[src/rtl/fft_stage_sequencer.sv]
// fft_stage_sequencer: frame-level control for the pipelined radix-2 FFT datapath.
// Loads N = 2^NUMSTAGES samples, runs NUMSTAGES butterfly passes of 2^CNT_W
// cycles each, then unloads the result and pulses done.
// Optional build macro: FFT_SEQ_BITREV_EN -- UNLOAD addr presents bit-reversed index.
module fft_stage_sequencer #(
  parameter int unsigned NUMSTAGES = 5,
  parameter int unsigned CNT_W     = NUMSTAGES - 2
) (
  input  logic                 clk,
  input  logic                 rst,
  input  logic                 start,
  input  logic                 in_valid,
  output logic                 in_ready,
  output logic                 out_valid,
  input  logic                 out_ready,
  output logic [NUMSTAGES-1:0] addr,
  output logic                 ld_data,
  output logic [CNT_W-1:0]     counter,
  output logic [2:0]           stage_num,
  output logic                 busy,
  output logic                 done
);

  localparam logic [NUMSTAGES-1:0] IDX_MAX    = '1;
  localparam logic [CNT_W-1:0]     CNT_MAX    = '1;
  localparam logic [2:0]           STAGE_LAST = 3'(NUMSTAGES - 1);

  typedef enum logic [1:0] {
    S_IDLE,
    S_LOAD,
    S_COMPUTE,
    S_UNLOAD
  } state_t;

  state_t                 state_q, state_d;
  logic [NUMSTAGES-1:0]   idx_q, idx_d;
  logic [NUMSTAGES-1:0]   addr_q, addr_d;
  logic [CNT_W-1:0]       counter_q, counter_d;
  logic [2:0]             stage_q, stage_d;
  logic                   ld_data_q, ld_data_d;
  logic                   in_ready_q, in_ready_d;
  logic                   out_valid_q, out_valid_d;
  logic                   busy_q, busy_d;
  logic                   done_q, done_d;

`ifdef FFT_SEQ_BITREV_EN
  // Mirror the index across NUMSTAGES bits for bit-reversed unload order.
  function automatic logic [NUMSTAGES-1:0] bitrev(input logic [NUMSTAGES-1:0] v);
    logic [NUMSTAGES-1:0] r;
    for (int b = 0; b < int'(NUMSTAGES); b++) begin
      r[b] = v[int'(NUMSTAGES) - 1 - b];
    end
    return r;
  endfunction
`endif

  // Next-state, beat counting and next values of every registered output.
  always_comb begin
    state_d   = state_q;
    idx_d     = idx_q;
    counter_d = counter_q;
    stage_d   = stage_q;
    done_d    = 1'b0;

    case (state_q)
      S_IDLE: begin
        idx_d     = '0;
        counter_d = '0;
        stage_d   = '0;
        if (start) begin
          state_d = S_LOAD;
        end
      end
      S_LOAD: begin
        if (in_valid && in_ready_q) begin
          if (idx_q == IDX_MAX) begin
            idx_d   = '0;
            state_d = S_COMPUTE;
          end else begin
            idx_d = idx_q + NUMSTAGES'(1);
          end
        end
      end
      S_COMPUTE: begin
        if (counter_q == CNT_MAX) begin
          counter_d = '0;
          // >= keeps stage_num bounded even from an unexpected value
          if (stage_q >= STAGE_LAST) begin
            stage_d = '0;
            state_d = S_UNLOAD;
          end else begin
            stage_d = stage_q + 3'(1);
          end
        end else begin
          counter_d = counter_q + CNT_W'(1);
        end
      end
      S_UNLOAD: begin
        if (out_valid_q && out_ready) begin
          if (idx_q == IDX_MAX) begin
            idx_d   = '0;
            state_d = S_IDLE;
            done_d  = 1'b1;
          end else begin
            idx_d = idx_q + NUMSTAGES'(1);
          end
        end
      end
      default: begin
        state_d   = S_IDLE;
        idx_d     = '0;
        counter_d = '0;
        stage_d   = '0;
      end
    endcase

    ld_data_d   = (state_d == S_IDLE) || (state_d == S_LOAD);
    in_ready_d  = (state_d == S_LOAD);
    out_valid_d = (state_d == S_UNLOAD);
    busy_d      = (state_d != S_IDLE);
`ifdef FFT_SEQ_BITREV_EN
    addr_d      = (state_d == S_UNLOAD) ? bitrev(idx_d) : idx_d;
`else
    addr_d      = idx_d;
`endif
  end

  // State and output registers; reset forces IDLE values with done low.
  always_ff @(posedge clk or posedge rst) begin
    if (rst) begin
      state_q     <= S_IDLE;
      idx_q       <= '0;
      addr_q      <= '0;
      counter_q   <= '0;
      stage_q     <= '0;
      ld_data_q   <= 1'b1;
      in_ready_q  <= 1'b0;
      out_valid_q <= 1'b0;
      busy_q      <= 1'b0;
      done_q      <= 1'b0;
    end else begin
      state_q     <= state_d;
      idx_q       <= idx_d;
      addr_q      <= addr_d;
      counter_q   <= counter_d;
      stage_q     <= stage_d;
      ld_data_q   <= ld_data_d;
      in_ready_q  <= in_ready_d;
      out_valid_q <= out_valid_d;
      busy_q      <= busy_d;
      done_q      <= done_d;
    end
  end

  assign in_ready  = in_ready_q;
  assign out_valid = out_valid_q;
  assign addr      = addr_q;
  assign ld_data   = ld_data_q;
  assign counter   = counter_q;
  assign stage_num = stage_q;
  assign busy      = busy_q;
  assign done      = done_q;

endmodule
[config.mk]
export PLATFORM = sky130hd
export DESIGN_NAME = fft_stage_sequencer
export DESIGN_NICKNAME = d
export VERILOG_FILES = /design/src/rtl/fft_stage_sequencer.sv
export SDC_FILE = /design/constraint.sdc
export NUM_CORES = 1
export LEC_CHECK = 0
export CAP_MARGIN = 0
export CORE_UTILIZATION = 30
export DETAILED_ROUTE_END_ITERATION = 7
export PLACE_DENSITY = 0.49
export SYNTH_ARGS = -nofsm -noshare
export SYNTH_HDL_FRONTEND = slang
export SYNTH_SLANG_ARGS = --single-unit
[constraint.sdc]
create_clock -name clk -period 4.9 [get_ports clk]
set_input_delay 1.225 -clock clk [delete_from_list [all_inputs] [get_ports clk]]
set_output_delay 1.225 -clock clk [all_outputs]
set_load 0.02 [all_outputs]
==> flow_results.xml <==
<?xml version="1.0" encoding="UTF-8"?>
<metrics>
  <group name="logic_synthesis">
    <metric name="yosysWarningCount" unit="">0</metric>
    <metric name="synth_top_cell_by_area" unit="">sky130_fd_sc_hd__dfrtp_1</metric>
    <metric name="synth.ff_latch_count" unit="">18</metric>
    <metric name="synth_top_family_by_area" unit="">simple AND/OR/NAND/NOR gates</metric>
    <metric name="yosys-mux-area-fraction" unit="">0.0172</metric>
    <metric name="synth.distinct_cells" unit="">29</metric>
    <metric name="synth_xor_area_frac" unit="">0</metric>
    <metric name="netlist_top_cells_area" unit="">sky130_fd_sc_hd__dfrtp_1 (49%), sky130_fd_sc_hd__ha_1 (8.6%), sky130_fd_sc_hd__nand2_1 (4.3%)</metric>
    <metric name="mappedNetlistArea" unit="um^2">873</metric>
    <metric name="syn-num-nets" unit="">92</metric>
    <metric name="postSynthCellCount" unit="">81</metric>
    <metric name="synthAdderAreaFrac" unit="">0.0860</metric>
    <metric name="yosysTopAreaCellShare" unit="">0.487</metric>
    <metric name="synth-compound-area-share" unit="">0.155</metric>
    <metric name="synthesis.area_per_instance" unit="um^2">10.8</metric>
    <metric name="yosys.area_share.simple" unit="">0.181</metric>
    <metric name="sequential_share_of_the_synthesized_area" unit="">0.517</metric>
  </group>
  <group name="cts">
    <metric name="cts.clk_slew.worst_paths" unit="ns">0.11</metric>
    <metric name="post_cts_hold_buffer_count" unit="">0</metric>
    <metric name="h-tree-depth" unit="">1</metric>
    <metric name="post_cts_setup_buffers" unit="">0</metric>
    <metric name="cts_tree" unit="">built</metric>
    <metric name="cts_root_buffer" unit="">sky130_fd_sc_hd__clkbuf_4</metric>
    <metric name="clk_latency" unit="ns">0.29</metric>
    <metric name="sink_count_of_the_clock_tree" unit="">18</metric>
    <metric name="clockBufferDepth" unit="">2</metric>
    <metric name="cts_resized" unit="">0</metric>
    <metric name="clock_buffer_count_from_cts" unit="">3</metric>
  </group>
  <group name="die">
    <metric name="dieWidth" unit="um">56.0</metric>
    <metric name="fp.coreArea" unit="um^2">2760</metric>
    <metric name="floorplan.rows" unit="">19</metric>
    <metric name="initial_core_util" unit="">0.317</metric>
    <metric name="floorplan.die_area" unit="um^2">3130</metric>
    <metric name="die_height" unit="um">56.0</metric>
    <metric name="io-pin-count" unit="">21</metric>
  </group>
  <group name="worst_setup_path">
    <metric name="crit_buf_inv" unit="">1</metric>
    <metric name="worstSetupPathType" unit="">flip-flop to output pin</metric>
    <metric name="rrSetupSlack" unit="ns">3.10</metric>
    <metric name="worst_path_largest_cell_delay" unit="ns">0.59</metric>
    <metric name="worstPathCellList" unit="">clkdlybuf4s50_1</metric>
    <metric name="cp_max_fo" unit="">1</metric>
    <metric name="worst_path_dominant_cell_family" unit="">buffers and inverters</metric>
    <metric name="crit_path_start_kind" unit="">flip-flop</metric>
    <metric name="worst_setup_path_end_kind" unit="">output pin</metric>
    <metric name="arrival" unit="ns">1.41</metric>
    <metric name="cp_slowest_cell" unit="">sky130_fd_sc_hd__clkdlybuf4s50_1</metric>
    <metric name="timing.critical_path.required" unit="ns">3.67</metric>
  </group>
  <group name="timing">
    <metric name="slew_headroom" unit="">0.537</metric>
    <metric name="timing.final.hold_violations" unit="">0</metric>
    <metric name="final.min_clock_period" unit="ns">2.63</metric>
    <metric name="final_max_slew_violation_count" unit="">0</metric>
    <metric name="rsz0062_at_grt" unit="">no</metric>
    <metric name="fin_clk_skew" unit="ns">0.00261</metric>
    <metric name="layout_worst_path_cycle_share" unit="">0.537</metric>
    <metric name="timing.final.setup_violations" unit="">0</metric>
    <metric name="finalSetupTns" unit="ns">0</metric>
    <metric name="max_slew.worst_pin.slew" unit="ns">0.694</metric>
    <metric name="fmax" unit="MHz">380</metric>
  </group>
  <group name="place">
    <metric name="dpl_cell_area" unit="um^2">1100</metric>
    <metric name="globalplace.congestion" unit="">0.731</metric>
    <metric name="dpl.hpwl" unit="um">1270</metric>
    <metric name="numPortBuffers" unit="">20</metric>
    <metric name="numPlacedInstances" unit="">130</metric>
  </group>
  <group name="power_and_ir_drop">
    <metric name="cellLeakagePower" unit="nW">0.510</metric>
    <metric name="vdd.ir_drop.worst" unit="uV">254</metric>
    <metric name="power.total" unit="mW">0.553</metric>
    <metric name="power.density_cell_area" unit="nW/um^2">488</metric>
  </group>
  <group name="global_routing">
    <metric name="grt_pass1_vias" unit="">677</metric>
    <metric name="maximum_number_of_pins_on_one_net_before_global_route_repair" unit="">19</metric>
    <metric name="grt_usage" unit="">0.131</metric>
    <metric name="grt_pass1_wl" unit="um">3110</metric>
    <metric name="number_of_antenna_violations_at_the_first_check_in_global_routing" unit="">0</metric>
    <metric name="grt_remaining_overflow" unit="">0</metric>
  </group>
  <group name="route">
    <metric name="viasPerCell" unit="">5.01</metric>
    <metric name="drc" unit="">0</metric>
    <metric name="finalWirelength" unit="um">1740</metric>
    <metric name="first_pass_iters" unit="">4</metric>
    <metric name="avgRoutedWirePerCell" unit="um">13.0</metric>
    <metric name="ant_nets" unit="">0</metric>
    <metric name="initialDrtViolationCount" unit="">30</metric>
    <metric name="vias" unit="">671</metric>
  </group>
  <group name="cells_and_area">
    <metric name="postLayoutCoreUtil" unit="">0.411</metric>
    <metric name="postLayoutCellArea" unit="um^2">1130</metric>
    <metric name="antenna_cells" unit="">0</metric>
    <metric name="post_route_cells_drive_above_1_share" unit="">0.0874</metric>
    <metric name="layout.cells.non_filler" unit="">134</metric>
    <metric name="area.growth.synth_to_final" unit="%">29.7</metric>
    <metric name="nNetsFinal" unit="">115</metric>
    <metric name="filler_cell_count" unit="">288</metric>
  </group>
  <group name="worst_hold_path">
    <metric name="worstHoldPathType" unit="">flip-flop to flip-flop</metric>
  </group>
  <group name="run">
    <metric name="drv.max_cap_violation_count" unit="">0</metric>
  </group>
  <group name="run_status">
    <metric name="outcome" unit="">finished clean</metric>
  </group>
</metrics>
## synth_stat cells (all sizes together)
master   n
o21ai    7
mux2     1
nor3     1
a22o     3
dfrtp   17
ha       6
buf      2
o311ai   1
a21oi    5
and2     1
nand2   10
nor3b    2
dfstp    1
a22oi    1
nor4     1
and2b    1
nor2b    1
a21o     1
or2      1
nand3    3
and3     1
and4     1
inv      6
nand2b   2
a21boi   1
nand4    1
nor2     3
## metrics by stage
stage / hold WS (ns) / worst slack (ns)
2_1_floorplan: 0.545 / 2.84
3_3_place_gp: 0.514 / 2.30
3_5_place_dp: 0.514 / 2.24
4_1_cts: 0.535 / 2.25
5_1_grt: 0.570 / 2.20
6_report: 0.531 / 2.27
## per-layer routing
metal	global-route usage	up-vias	wire, um
li1	-	330	-
met1	0.175	319	872
met2	0.193	20	748
met3	0.0395	2	97
met4	0.0627	0	19
met5	0	-	0
## state kept, by name, indices dropped and copies added, names as in the netlist
signal	count
addr	5
busy	1
counter	3
done	1
in_ready	1
ld_data	1
out_valid	1
stage_num	3
state_q	2
## cells in the final DEF, fill, tap and decap left out, drive strengths merged
master         synthesis  routed
dfrtp                 17      17
a22oi                  1       1
dfstp                  1       1
mux2                   1       1
nor3b                  2       2
nor2                   3       3
and3                   1       1
or2                    1       1
nand4                  1       1
nand3                  3       3
a22o                   3       3
and2b                  1       1
nor2b                  1       1
clkbuf                 0       4
and4                   1       1
a21o                   1       1
o21ai                  7       7
inv                    6       6
a21boi                 1       1
nand2                 10      10
and2                   1       1
clkdlybuf4s50          0      20
nand2b                 2       2
a21oi                  5       5
nor3                   1       1
ha                     6       6
nor4                   1       1
o311ai                 1       1
## power breakdown
group / switching, mW / internal [mW]
Sequential: 0.0469 / 0.187
Clock: 0.0487 / 0.0452
Combinational: 0.114 / 0.111
Total: 0.210 / 0.343
## layout make-up
class | count | area (um^2) | share of cell area
Sequential cell | 18 | 452 | 0.399
Multi-Input combinational cell | 55 | 383 | 0.338
Timing Repair Buffer | 20 | 200 | 0.177
Tap cell | 31 | 38.8 | 0.0343
Clock buffer | 4 | 36.3 | 0.0320
Inverter | 6 | 22.5 | 0.0199
## final timing paths
path,start,end,depth (start not counted)
max in group asynchronous,rst,addr[4]$_DFFE_PP0P_,2
hold / removal,stage_num[0]$_DFFE_PP0P_,stage_num[0]$_DFFE_PP0P_,1
setup / recovery,ld_data$_DFF_PP1_,ld_data,1
setup reg to reg,addr[0]$_DFFE_PP0P_,addr[3]$_DFFE_PP0P_,6
min in group asynchronous,rst,stage_num[2]$_DFFE_PP0P_,2
hold reg to reg,stage_num[0]$_DFFE_PP0P_,stage_num[0]$_DFFE_PP0P_,1
## kinds of logic after synthesis
family,count (synthesis)
multiplexers,1
AND/OR/NAND/NOR,29
flip-flops,18
AO/OA/AOI/OAI,19
buffers and inverters,8
adder cells (fa/ha/maj),6
No activity file was read; power rests on OpenSTA's default activity.
